==> src/rtl/fpu_ss_predecoder_pipe.sv <==
// fpu_ss_predecoder_pipe: per-port registered offload predecoder (mask/data table lookup, 1-entry output stage).
// Table entry = {instr_mask[31:0], instr_data[31:0], prd_rsp[6:0]}; prd_rsp = {p_accept, p_writeback[1:0], p_is_mem_op, p_use_rs[2:0]}.
module fpu_ss_predecoder_pipe #(
   parameter int unsigned                NumPorts     = 2,
   parameter int unsigned                NumInstr     = 1,
   parameter logic [NumInstr-1:0][70:0]  OffloadInstr = '0
) (
   input  logic                          clk_i,
   input  logic                          rst_i,
   input  logic                          flush_i,
   input  logic [NumPorts-1:0]           req_valid_i,
   output logic [NumPorts-1:0]           req_ready_o,
   input  logic [NumPorts-1:0][31:0]     prd_req_i,
   output logic [NumPorts-1:0]           rsp_valid_o,
   input  logic [NumPorts-1:0]           rsp_ready_i,
   output logic [NumPorts-1:0][6:0]      prd_rsp_o,
   output logic [NumPorts-1:0]           hit_o,
   output logic [NumPorts-1:0]           multi_hit_o
);
   typedef struct packed {
      logic       p_accept;
      logic [1:0] p_writeback;
      logic       p_is_mem_op;
      logic [2:0] p_use_rs;
   } acc_prd_rsp_t;
   typedef struct packed {
      logic [31:0]  instr_mask;
      logic [31:0]  instr_data;
      acc_prd_rsp_t prd_rsp;
   } offload_instr_t;
   typedef enum logic {S_EMPTY, S_FULL} state_e;
   localparam offload_instr_t [NumInstr-1:0] Tbl = OffloadInstr;
   for (genvar p = 0; p < NumPorts; p++) begin : g_port
      state_e       r_state, w_state_nxt;
      acc_prd_rsp_t r_rsp, w_rsp;
      logic         r_hit, r_multi, w_hit, w_multi, w_req_fire, w_rsp_fire;
      // Scan from the top so the lowest-index hit overwrites last and wins.
      always_comb begin
         w_hit   = 1'b0;
         w_multi = 1'b0;
         w_rsp   = '0;
         for (int i = NumInstr - 1; i >= 0; i--) begin
            if ((Tbl[i].instr_mask & prd_req_i[p]) == Tbl[i].instr_data) begin
               w_multi = w_multi | w_hit;
               w_hit   = 1'b1;
               w_rsp   = Tbl[i].prd_rsp;
            end
         end
      end
      assign req_ready_o[p] = !flush_i && (r_state == S_EMPTY || rsp_ready_i[p]);
      assign w_req_fire     = req_valid_i[p] && req_ready_o[p];
      assign w_rsp_fire     = (r_state == S_FULL) && rsp_ready_i[p];
      always_comb begin
         w_state_nxt = flush_i ? S_EMPTY : w_req_fire ? S_FULL : w_rsp_fire ? S_EMPTY : r_state;
      end
      always_ff @(posedge clk_i or posedge rst_i) begin
         if (rst_i) r_state <= S_EMPTY;
         else       r_state <= w_state_nxt;
      end
      always_ff @(posedge clk_i or posedge rst_i) begin
         if (rst_i) begin
            r_rsp   <= '0;
            r_hit   <= 1'b0;
            r_multi <= 1'b0;
         end else if (w_req_fire) begin
            r_rsp   <= w_rsp;
            r_hit   <= w_hit;
            r_multi <= w_multi;
         end
      end
      assign rsp_valid_o[p] = (r_state == S_FULL);
      assign prd_rsp_o[p]   = r_rsp;
      assign hit_o[p]       = r_hit;
      assign multi_hit_o[p] = r_multi;
   end
endmodule

==> config.mk <==
export PLATFORM = sky130hd
export DESIGN_NAME = fpu_ss_predecoder_pipe
export DESIGN_NICKNAME = d
export VERILOG_FILES = /design/src/rtl/fpu_ss_predecoder_pipe.sv
export SDC_FILE = /design/constraint.sdc
export NUM_CORES = 1
export LEC_CHECK = 0
export BUFFER_PORTS_ARGS = -buffer_cell sky130_fd_sc_hd__buf_2
export CAP_MARGIN = 25
export CORE_MARGIN = 2
export CORE_UTILIZATION = 21
export DETAILED_ROUTE_END_ITERATION = 12
export PLACE_DENSITY = 0.83
export SLEW_MARGIN = 20
export SYNTH_ARGS = -nofsm -noshare
export SYNTH_HDL_FRONTEND = slang
export SYNTH_SLANG_ARGS = --single-unit
export TNS_END_PERCENT = 5
==> constraint.sdc <==
create_clock -name clk_i -period 2.65 [get_ports clk_i]
set_clock_uncertainty 0.2 [all_clocks]
set_input_delay 0.53 -clock clk_i [delete_from_list [all_inputs] [get_ports clk_i]]
set_output_delay 0.53 -clock clk_i [all_outputs]
set_load 0.02 [all_outputs]
Yosys cells after proc, flatten, opt, wreduce, memory -nomap -nowiden --
Index checks and enable logic that the tools add are counted.
Word-level totals: input bits 71, bits in registers 4, latch bits 0, bits in read-only memories 0, memories 0, word-level logic and storage cells 23, output and inout port bits 22, RAM bits 0
Cells by class: div/mod/pow operators 0, multiply operators 0, bitwise logic cells 2, $add $sub $neg 0, $lt $le $gt $ge 0, multiplexer cells 6, shift-type cells 0, equality and inequality tests 0, reduce and logical (&&, ||, !) cells 11
Operators by type and width (count):
- $logic_and 1x1->1 | 6
- $mux 1 | 6
- $reduce_bool 3->1 | 2
- $logic_or 1x1->1 | 2
- $not 1->1 | 2
- $logic_not 1->1 | 1

Depth between registers and ports, before layout --
depth in word-level cells 6, gate-level depth with buffers 2, gate-level depth less buffers 2

Worst setup path after synthesis --
Ideal clock, no wire load.
path kind input-to-output, start input port rsp_ready_i[0], end output port req_ready_o[0], path slack 1.044 ns, path buffers 0, arrival time 0.876 ns, stages on the path 2, data required time 1.920 ns, cell sequence nand2b_4 -> and2_2
On the way: longest elaborated chain between the ends 2
RTL lines:
- start: declaration | RTL line 15 | input logic [NumPorts-1:0] rsp_ready_i,
- $logic_or 1x1->1 | RTL line 50 | assign req_ready_o[p] = !flush_i && (r_state == S_EMPTY || rsp_ready_i[p]);
- $logic_and 1x1->1 | RTL line 50
- end: declaration | RTL line 12 | output logic [NumPorts-1:0] req_ready_o,
Every way passes these cells.

Worst setup path after layout --
Ends and elaborated chain as after synthesis.

==> flow_summary.yaml <==
run_status:
  status: "complete, no violations"
worst_setup_path:
  required_ns: 1.92
  cp-startpoint: "rsp_ready_i[0]"
  worstSetupPathType: "in -> out"
  r2r_slack_ns: 1.69
  r2r_start: "g_port[1].r_state$_DFFE_PP0P_"
  startpoint_type: "input pin"
  cp_data_arrival_time_ns: 1.09
  crit_fanout: 3
  critPathCaptureType: "output pin"
routing:
  dr_total_vias: 222
  routed_wirelength_um: 529
  drt_iter0_markers: 0
  first_pass_iters: 1
  antenna_left: 0
  wl_per_cell_um: 8.27
  avgViaCountPerCell: 3.47
  route.detailed.drc: 0
clock_tree:
  insertion_delay_ns: 0.24
  clockBufferDepth: 2
  cts_sinks: 4
  cts_resized: 0
  cts_tree: "done"
  cts.clk_slew.worst_paths_ns: 0.04
  cts-buffers-inserted: 3
  htree_levels: 1
  root_buffer: "clkbuf_4"
final_layout:
  fin_area_sq_um: 358
  fin_nets: 121
  fin_cells: 64
  area_growth_pct: 5.54
  num_antenna_cells: 0
  drive_gt1_share_pct: 39.6
placed_design:
  place_worst_setup_slack_ns: 0.822
  dp_cells: 60
  hpwl_um: 477
  placed_area_sq_um: 325
  io_buffers: 12
  gp_congestion: 0.675
synth:
  synth.top_cells.by_area: "buf_4 (44%), dfrtp_1 (30%), nand2b_4 (8.1%)"
  synth.avg_cell_area_sq_um: 9.16
  yosys.area.top_type_share_pct: 44.3
  synthSimpleGateAreaFrac_pct: 12.5
  synth_compound_area_share_pct: 8.12
  synth_top_family_by_area: "buffers and inverters"
  yosysSeqAreaShare_pct: 29.5
  synth_area_sq_um: 339
  synthMuxAreaShare_pct: 0
  synth-seq-cells: 4
  yosysTopAreaCell: "buf_4"
  synth_adder_area_share_pct: 0
  synthXorXnorAreaFrac_pct: 0
  syn_inst: 37
  synth_cell_types: 8
  yosys_warnings: 0
sta:
  setup_tns_ns: 0
  rsz0062_at_grt: "no"
  hold_viol_final: 0
  fin_ws_ns: 0.826
  min_period_ns: 1.82
  drv_slew: 0
  fmax_ghz: 0.548
  setup_viol: 0
  finalCritPeriodShare_pct: 68.8
die:
  core-area_sq_um: 1510
  fp.dieH_um: 44.2
  die_area_sq_um: 1950
  die_x_um: 44.2
  row_count: 14
  start_util_pct: 22.5
  io_pins: 93
global_routing:
  grt.total_usage_pct: 6.49
  grt_pass1_wl_um: 834
  antenna_found_initial: 0
  grt_max_degree: 5
  first_global_vias: 204
  grt_overflow: 0
power:
  peakVddDrop_mv: 0.139
  leakage_nw: 0.208
  power_density_nw_per_um2: 520
  p_total_mw: 0.186
job:
  maxCapViolCount: 0
worst_hold_path:
  hp-start: "g_port[1].r_hit$_DFFE_PP0P_"
  hold_class: "reg -> reg"
## synthesized netlist by cell type
| master | number |
|---|---|
| and2_2 | 2 |
| dfrtp_1 | 4 |
| inv_1 | 4 |
| a31o_1 | 2 |
| buf_4 | 20 |
| a21oi_1 | 2 |
| nand2b_4 | 2 |
| conb_1 | 1 |
## cells in the final DEF, fill, tap and decap left out, drive strengths merged
master	instances
nand2b	2
conb	16
buf	12
dlygate4sd3	1
dfrtp	4
a31o	2
inv	4
and2	2
clkbuf	3
a21oi	2
## final timing paths
path,to,cells after the start
max,req_ready_o[0],4
min,g_port[1].r_hit$_DFFE_PP0P_,1
max reg2reg,g_port[1].r_hit$_DFFE_PP0P_,2
min reg2reg,g_port[1].r_hit$_DFFE_PP0P_,1
max in group asynchronous,g_port[0].r_hit$_DFFE_PP0P_,3
min in group asynchronous,g_port[1].r_hit$_DFFE_PP0P_,3
## flip-flops by register name, indices dropped and copies added, names as in the netlist
register	flops
g_port.r_hit	2
g_port.r_state	2
## stage by stage
step / util (%) / hold WS (ns)
final: 23.8 / 0.268
after global routing: 23.8 / 0.288
after CTS: 23.8 / 0.273
after detailed placement: 21.6 / 0.219
after global placement: 21.6 / 0.211
after floorplan: - / 0.0961
## critical path: stages
cell      delay, ns
buf_2          0.10
nand2b_4       0.13
and2_2         0.18
buf_2          0.15
## timing repair
item | in CTS | in global routing
hold buffers | 1 | 0
setup buffers | 0 | 0
hold endpoints to repair | 4 | 0
## metal layers
metal / global-route usage [%] / wire length [um] / share of wire, %
met1: 6.23 / 164 / 31
met2: 8.82 / 261 / 49
met3: 4.08 / 78 / 15
met4: 7.27 / 24 / 4.5
met5: 0 / 0 / 0
## cells by family (layout without fill, tap and decap cells)
group,after synthesis,after routing
other,1,16
DFF,4,4
and+or+nand+nor,4,4
AOI/OAI and AO/OA,4,4
buffers and inverters,24,20
## power by group
part / switching, mW / internal [mW] / total [mW]
clock network: 0.0257 / 0.0507 / 0.0764
registers: 0.00185 / 0.0634 / 0.0652
logic: 0.0330 / 0.0115 / 0.0445
total: 0.0606 / 0.126 / 0.186
## area by class of cell
cell class | instances | area, sq um
Sequential cell | 4 | 100
Clock buffer | 3 | 22.5
Fill cell | 176 | 1150
Tap cell | 16 | 20.0
Multi-Input combinational cell | 24 | 130
Inverter | 4 | 15.0
Timing Repair Buffer | 13 | 70.1
No activity file was read; power rests on OpenSTA's default activity.
